`src/rtl/refresh_controller.sv`:
```
// Rotating-spare refresh controller: copies one logical bank's physical wrapper into the
// spare each pass, retires the source as the new spare, and steers user enables.
module refresh_controller #(
    parameter int NUM_LOG    = 4,
    parameter int NUM_BANKS  = NUM_LOG + 1,
    parameter int REF_PERIOD = 1024,
    parameter int TIMEOUT    = 256,
    parameter int BW         = $clog2(NUM_BANKS)
) (
    input  logic                       clk,
    input  logic                       rst,
    input  logic                       u_we,
    input  logic                       u_re,
    input  logic [$clog2(NUM_LOG)-1:0] u_bank,
    input  logic                       ref_force,
    input  logic [NUM_BANKS-1:0]       ref_done,
    output logic [NUM_BANKS-1:0]       start_sr,
    output logic [NUM_BANKS-1:0]       ref_en_src,
    output logic [NUM_BANKS-1:0]       ref_en_dst,
    output logic [NUM_BANKS-1:0]       we_sel,
    output logic [NUM_BANKS-1:0]       re_sel,
    output logic [BW-1:0]              rd_bank,
    output logic                       busy,
    output logic                       ref_err
);

    localparam int LW = $clog2(NUM_LOG);
    localparam int PW = $clog2(REF_PERIOD + 1);
    localparam int TW = $clog2(TIMEOUT + 1);

    typedef enum logic [1:0] {IDLE, START, REFRESH, SWAP} state_t;

    state_t        state;
    state_t        state_next;
    logic [BW-1:0] map [NUM_LOG];
    logic [BW-1:0] spare;
    logic [BW-1:0] src;
    logic [BW-1:0] dst;
    logic [LW-1:0] victim;
    logic [PW-1:0] period_cnt;
    logic [TW-1:0] to_cnt;

    logic          period_hit;
    logic          timeout_hit;
    logic          src_done;
    logic          pass_active;
    logic          steer_hit;
    logic [BW-1:0] rd_target;

    assign period_hit  = (period_cnt == PW'(REF_PERIOD - 1));
    assign timeout_hit = (to_cnt == TW'(TIMEOUT - 1));
    assign src_done    = ref_done[src];
    assign pass_active = (state != IDLE);
    // The victim's data lives in src until SWAP commits, so reads of it stay on src.
    assign steer_hit   = pass_active && (u_bank == victim);
    assign rd_target   = steer_hit ? src : map[u_bank];
    assign busy        = pass_active;

    always_ff @(posedge clk) begin
        if (rst) begin
            state <= IDLE;
        end else begin
            state <= state_next;
        end
    end

    always_comb begin
        state_next = state;
        case (state)
            IDLE:    if (period_hit || ref_force) state_next = START;
            START:   state_next = REFRESH;
            REFRESH: begin
                if (src_done) begin
                    state_next = SWAP;
                end else if (timeout_hit) begin
                    state_next = IDLE;
                end
            end
            SWAP:    state_next = IDLE;
            default: state_next = IDLE;
        endcase
    end

    // src/dst are captured on the IDLE->START edge; map and spare cannot change in IDLE,
    // so this matches sampling them during START and lets START drive the enables directly.
    always_ff @(posedge clk) begin
        if (rst) begin
            for (int i = 0; i < NUM_LOG; i++) begin
                map[i] <= BW'(i);
            end
            spare      <= BW'(NUM_LOG);
            src        <= '0;
            dst        <= '0;
            victim     <= '0;
            period_cnt <= '0;
            to_cnt     <= '0;
            ref_err    <= 1'b0;
            rd_bank    <= '0;
        end else begin
            case (state)
                IDLE: begin
                    if (state_next == START) begin
                        period_cnt <= '0;
                        src        <= map[victim];
                        dst        <= spare;
                    end else begin
                        period_cnt <= period_cnt + PW'(1);
                    end
                end
                START: to_cnt <= '0;
                REFRESH: begin
                    to_cnt <= to_cnt + TW'(1);
                    if (!src_done && timeout_hit) begin
                        ref_err <= 1'b1;
                    end
                end
                SWAP: begin
                    map[victim] <= dst;
                    spare       <= src;
                    victim      <= (victim == LW'(NUM_LOG - 1)) ? '0 : victim + LW'(1);
                end
                default: ;
            endcase
            if (u_re) begin
                rd_bank <= rd_target;
            end
        end
    end

    // Writes to the victim during a pass go to both copies so the spare stays coherent.
    always_comb begin
        start_sr   = '0;
        ref_en_src = '0;
        ref_en_dst = '0;
        we_sel     = '0;
        re_sel     = '0;
        if (state == START) begin
            start_sr[src] = 1'b1;
        end
        if (pass_active) begin
            ref_en_src[src] = 1'b1;
            ref_en_dst[dst] = 1'b1;
        end
        if (u_we) begin
            if (steer_hit) begin
                we_sel[src] = 1'b1;
                we_sel[dst] = 1'b1;
            end else begin
                we_sel[map[u_bank]] = 1'b1;
            end
        end
        if (u_re) begin
            re_sel[rd_target] = 1'b1;
        end
    end

endmodule
```
`config.mk`:
```
export PLATFORM = sky130hd
export DESIGN_NAME = refresh_controller
export DESIGN_NICKNAME = d
export VERILOG_FILES = /design/src/rtl/refresh_controller.sv
export SDC_FILE = /design/constraint.sdc
export NUM_CORES = 1
export LEC_CHECK = 0
export BUFFER_PORTS_ARGS = -buffer_cell sky130_fd_sc_hd__buf_4
export CELL_PAD_IN_SITES_DETAIL_PLACEMENT = 1
export CELL_PAD_IN_SITES_GLOBAL_PLACEMENT = 1
export CORE_UTILIZATION = 40
export CTS_BUF_LIST = sky130_fd_sc_hd__clkbuf_8
export DETAILED_ROUTE_END_ITERATION = 12
export PLACE_DENSITY = 0.78
export SYNTH_ARGS = -nofsm -noshare
export SYNTH_HDL_FRONTEND = slang
export SYNTH_SLANG_ARGS = --single-unit
```
`constraint.sdc`:
```
create_clock -name clk -period 2.07 [get_ports clk]
set_clock_uncertainty 0.05 [all_clocks]
set_input_delay 0.414 -clock clk [delete_from_list [all_inputs] [get_ports clk]]
set_output_delay 0.414 -clock clk [all_outputs]
set_load 0.02 [all_outputs]
```
# --- Word-level counts from Yosys, hierarchy flattened ---
# Memories as Yosys holds them, arrays and structs flattened. A register that Yosys moved wholly into a read port is not among the register bits.
# Cells that the tools add are included.
# Widths: inputs -> output; s select.
totals:
  out_inout_bits: 30
  input_bits: 12
  n_memories: 1
  ff_bits: 34
  mem_bits_rw: 12
  word_cells: 75
memory_table:
  columns: ["name", "words", "width", "read_ports", "rd_ports_with_merged_regs", "wr", "line_no", "source"]
  rows:
  - ["map", 4, 3, 2, 1, 4, "35", "logic [BW-1:0] map [NUM_LOG];"]
classes:
  n_lt_le_gt_ge: 8
  add_sub_neg: 3
  reduce_logical: 14
  n_mux: 32
  bitwise_logic: 1
  n_eq_ne: 8
op_table:
  columns: ["operator", "count"]
  rows:
  - ["$mux 5", 6]
  - ["$pmux 9 s2", 1]
  - ["$lt 3x4->1 const B", 4]
  - ["$demux 1 s3", 4]
  - ["$ge 3x1->1 const B", 4]
  - ["$add 11x1->11 const B", 1]
  - ["$eq 11x10->1 const B", 1]
  - ["$mux 1", 11]
  - ["$mux 11", 1]
  - ["$mux 2", 5]
  - ["$add 9x1->9 const B", 1]
  - ["$eq 9x8->1 const B", 1]
  - ["$pmux 2 s4", 1]
  - ["$eq 2x2->1 const B", 3]
  - ["$logic_and 1x1->1", 6]
  - ["$mux 3", 2]
  - ["$or 5x5->5", 1]
  - ["$eq 2x1->1 const B", 2]
  - ["$reduce_and 2->1", 2]
  - ["$reduce_bool 2->1", 2]
  - ["$bmux 1 s3", 1]
  - ["$reduce_or 3->1", 1]
  - ["$add 2x1->2 const B", 1]
  - ["$eq 2x2->1", 1]
  - ["other kinds (3)", 3]

# --- Depth between registers and ports, before layout ---
depth:
  depth_word: 8
  depth_mapped: 10

# --- Worst setup path before layout ---
# Ideal clock, no wire load.
synth_timing:
  path_type: "flip-flop to output port"
  startpoint: "register state[0]"
  endpoint: "output port re_sel[2]"
  setup_slack_ns: -0.509
  arrival_ns: 2.115
  n_path_buf: 1
  stages_incl_launch_ff: 8
  path_cell_list: "dfxtp_1 -> inv_1 -> ha_1 -> nor3_1 -> buf_2 -> mux2i_1 -> nand2_1 -> nor3b_1"
synth_between:
  elab_chain_cells: 8
  elab_cells_between_ends: 9
  classes_between: "2 x order compare; 4 x mux; 3 x reduce/logical"
synth_lines:
  columns: ["item", "line_no", "source"]
  rows:
  - ["start, declared", "33", "state_t state;"]
  - ["start signal, assigned", "63", "state <= state_next;"]
  - ["$reduce_bool 2->1 (*)", "53", "assign pass_active = (state != IDLE);"]
  - ["$logic_and 1x1->1 (*)", "55", "assign steer_hit = pass_active && (u_bank == victim);"]
  - ["$mux 3 (*)", "56", "assign rd_target = steer_hit ? src : map[u_bank];"]
  - ["$lt 3x4->1 (not written as such) / $ge 3x1->1 (equally long branches)", "153", "re_sel[rd_target] = 1'b1;"]
  - ["$logic_and 1x1->1 (not written as such)", "153", null]
  - ["$mux 1 (not written as such)", "153", null]
  - ["$demux 1 s3 (*)", "153", null]
  - ["$mux 5 (*)", "152", "if (u_re) begin"]
  - ["end, declared", "21", "output logic [NUM_BANKS-1:0] re_sel,"]
# Mark *: on every way between the ends. The rest lies on a longest branch, timed or not.

==> metrics.txt <==
status finished, violations left; failing checks setup timing; Max-Cap Viols 0; core area 6832 sq um; fin crit share 124.0%; Lkg Pwr 1.682 nW; Critical Path Sink we_sel[3]; combinational fraction of design power 33.7%; # DRC 0; top cell type's share of synthesized area 26.11%; prevailing post-synth register cell dfxtp_1; RSZ-0062 raised after global routing true; Int Power 1.616 mW; dpl ws -0.2727 ns; RR Endpoint src[2]; critical path class reg -> out; Root Driver clkbuf_8; Vias/cell 6.054; Nets 427; main area contributors after synthesis dfxtp_1 26%, edfxtp_1 13%, mux4_2 4.8%; endpoint type of the worst setup path primary output; RR Startpoint state[1]; Switching Fraction 35.19%; die height 86.21 um; Post-Synthesis Cells 308; Worst Path Arrival 2.10 ns; CP required 1.61 ns; crit start category register; #FFs+latches synth 49; TritonCTS Buffers 5; via count 3,045; pwr dens 560.0 nW/um^2; layout cells sized above 1 52.09%; fin area 4453 sq um; power consumption 2.494 mW; TritonCTS clock tree yes; Cell Chain, Critical Path mux4_2, nor2b_4, buf_4, buf_6, a22oi_2, nor2b_1, buf_4; number of synthesized flops with an enable pin 12; VDD IR-drop max 0.3310 mV; placed cell count 473; Yosys cell types 55; Clock Latency Late Sink 0.32 ns; All-Layer GR Usage 26.69%; fin worst setup slack -0.4962 ns; post-DP HPWL 6140 um; Post-synth top cells 37 x dfxtp_1, 28 x nor2_1, 21 x nand2_1; largest net degree at the start of global routing 35; Min Hold Slack 0.2869 ns; diode count 0; R2R depth 8; Final Max Tran Viols 0; hold path startpoint u_re; vias in the first global route 2,937; Top cell by count, worst path buf_4; Syn Area/Cell 9.209 sq um; total grt overflow 0; Boundary Pins 42; Final Critical Period 2.566 ns; Clock transition at path regs 0.10 ns; Synth async-reset ratio 0%; reg-to-reg slack, setup -0.12 ns; Seq/Total Area, Yosys 38.82%; max frequency 0.3897 GHz; clock buffer depth 2; area delta synth->final 56.99%; Post-Synthesis Cell Area 2836 sq um; first-pass GRT wire length 14,980 um; largest area contributor in the synthesized netlist dfxtp_1; FP Rows 30; routed length per placed instance 24.89 um; Slew HR 63.52%; hold crit path type in -> reg; htree depth 2; Port Buffer Count 41; starting density of the core 41.52%; register share of total power 41.7%; die footprint 7432 sq um; antenna violations before repair 0; GPL Wtd Cong 0.8715; clock power share 24.6%; Final setup viols 38; Die W 86.21 um; Slew @ Worst Pin 0.5473 ns; Hold Buf Count CTS 0; Crit Path Max Fanout 2; origin of the worst setup path map[3][1]; drt pass-1 iters 5; Worst path slowest cell mux4_2; Final ANT Viol Nets 0; Post-Layout Cell Count 503; DR iter-0 viols 212; Total Wirelength 12,520 um; most frequent cell after synthesis dfxtp_1; Yosys warning total 0; syn_nets 329; Max stage delay on crit path 0.51 ns; CTS Sinks 49; cell area after placement 3686 sq um; switching pwr 877.5 uW; final hold violation count 0
-- placed cells by master (no fill, tap or decap), types with 6 or more instances in the layout --
cell      Yosys  routed
dfxtp_2       0      11
nand2b_1      9       7
edfxtp_1     12      12
buf_4         1      88
nor2_1       28      22
xor2_1       11       9
dfxtp_1      37      26
inv_1         8       6
nor3_4        0       6
mux4_2        6       6
nand2_1      21      18
nor3_2        0       6
a21oi_1      16      14
nand3_1      14      13
and2_1        6       6
nand4_1       6       6
buf_6         1      17
-- power by group through the flow --
stage               clock network (mW)  logic (mW)  registers (mW)
finish                           0.614       0.840            1.04
global route                     0.644       0.864            1.04
CTS                              0.590       0.667            1.03
detailed placement                   0       0.549            1.05
global placement                     0       0.530            1.05
floorplan                            0       0.324            1.05
-- how the worst min path moves through the flow --
stage,endpoint,slack [ns],cells after the start
floorplan,spare[2],0.39,2
global placement,spare[2],0.40,2
detailed placement,spare[2],0.42,2
CTS,rd_bank[1],0.29,2
global route,rd_bank[1],0.29,2
finish,rd_bank[1],0.29,2
-- flip-flops by register name, indices dropped and copies added, names as in the netlist --
register    count
map            12
dst             3
src             3
ref_err         1
period_cnt     11
spare           3
state           2
victim          2
to_cnt          9
rd_bank         3
-- per-stage QoR --
step / util, % / TNS (ns)
final: 65.18 / -7.055
after global routing: 65.18 / -8.415
after CTS: 60.42 / -3.928
after detailed placement: 53.96 / -3.117
after global placement: 53.96 / -1.537
after floorplan: - / -0.3624
-- timing repair --
item	CTS	global route
pin swaps	30	16
endpoints found under the setup margin	39	36
cloned	1	0
setup buffers	9	13
gates resized for setup	67	47
-- kinds of logic after synthesis --
family          synth area share [%]
simple gates                   27.88
compound gates                 13.72
flops                          38.82
buf+inv                        4.058
xor+xnor                       4.323
mux                            7.234
fa+ha+maj                      3.970
-- worst max-delay path: cells and delay by family (launching register included) --
kind / cells / cell delay (ns)
mux: 1 / 0.51
compound gates: 1 / 0.18
simple gates: 2 / 0.23
buf+inv: 3 / 0.41
flops: 1 / 0.44
-- cell type report --
class / count / area (sq um)
fill: 716 / 2379
multi-input combinational: 232 / 2135
sequential: 49 / 1115
timing repair buffer: 110 / 959.7
tap: 96 / 120.1
clock buffer: 5 / 68.82
inverter: 8 / 36.28
clock inverter: 3 / 18.77
-- metal layers --
layer  share of wire, %  GRT usage (%)  vias up
li1                   -              -     1305
met1                 37          31.48     1537
met2                 53          48.41      157
met3                5.2          3.905       46
met4                4.4          11.06        0
met5                  0              0        -
(Power assumes the default switching activity.)
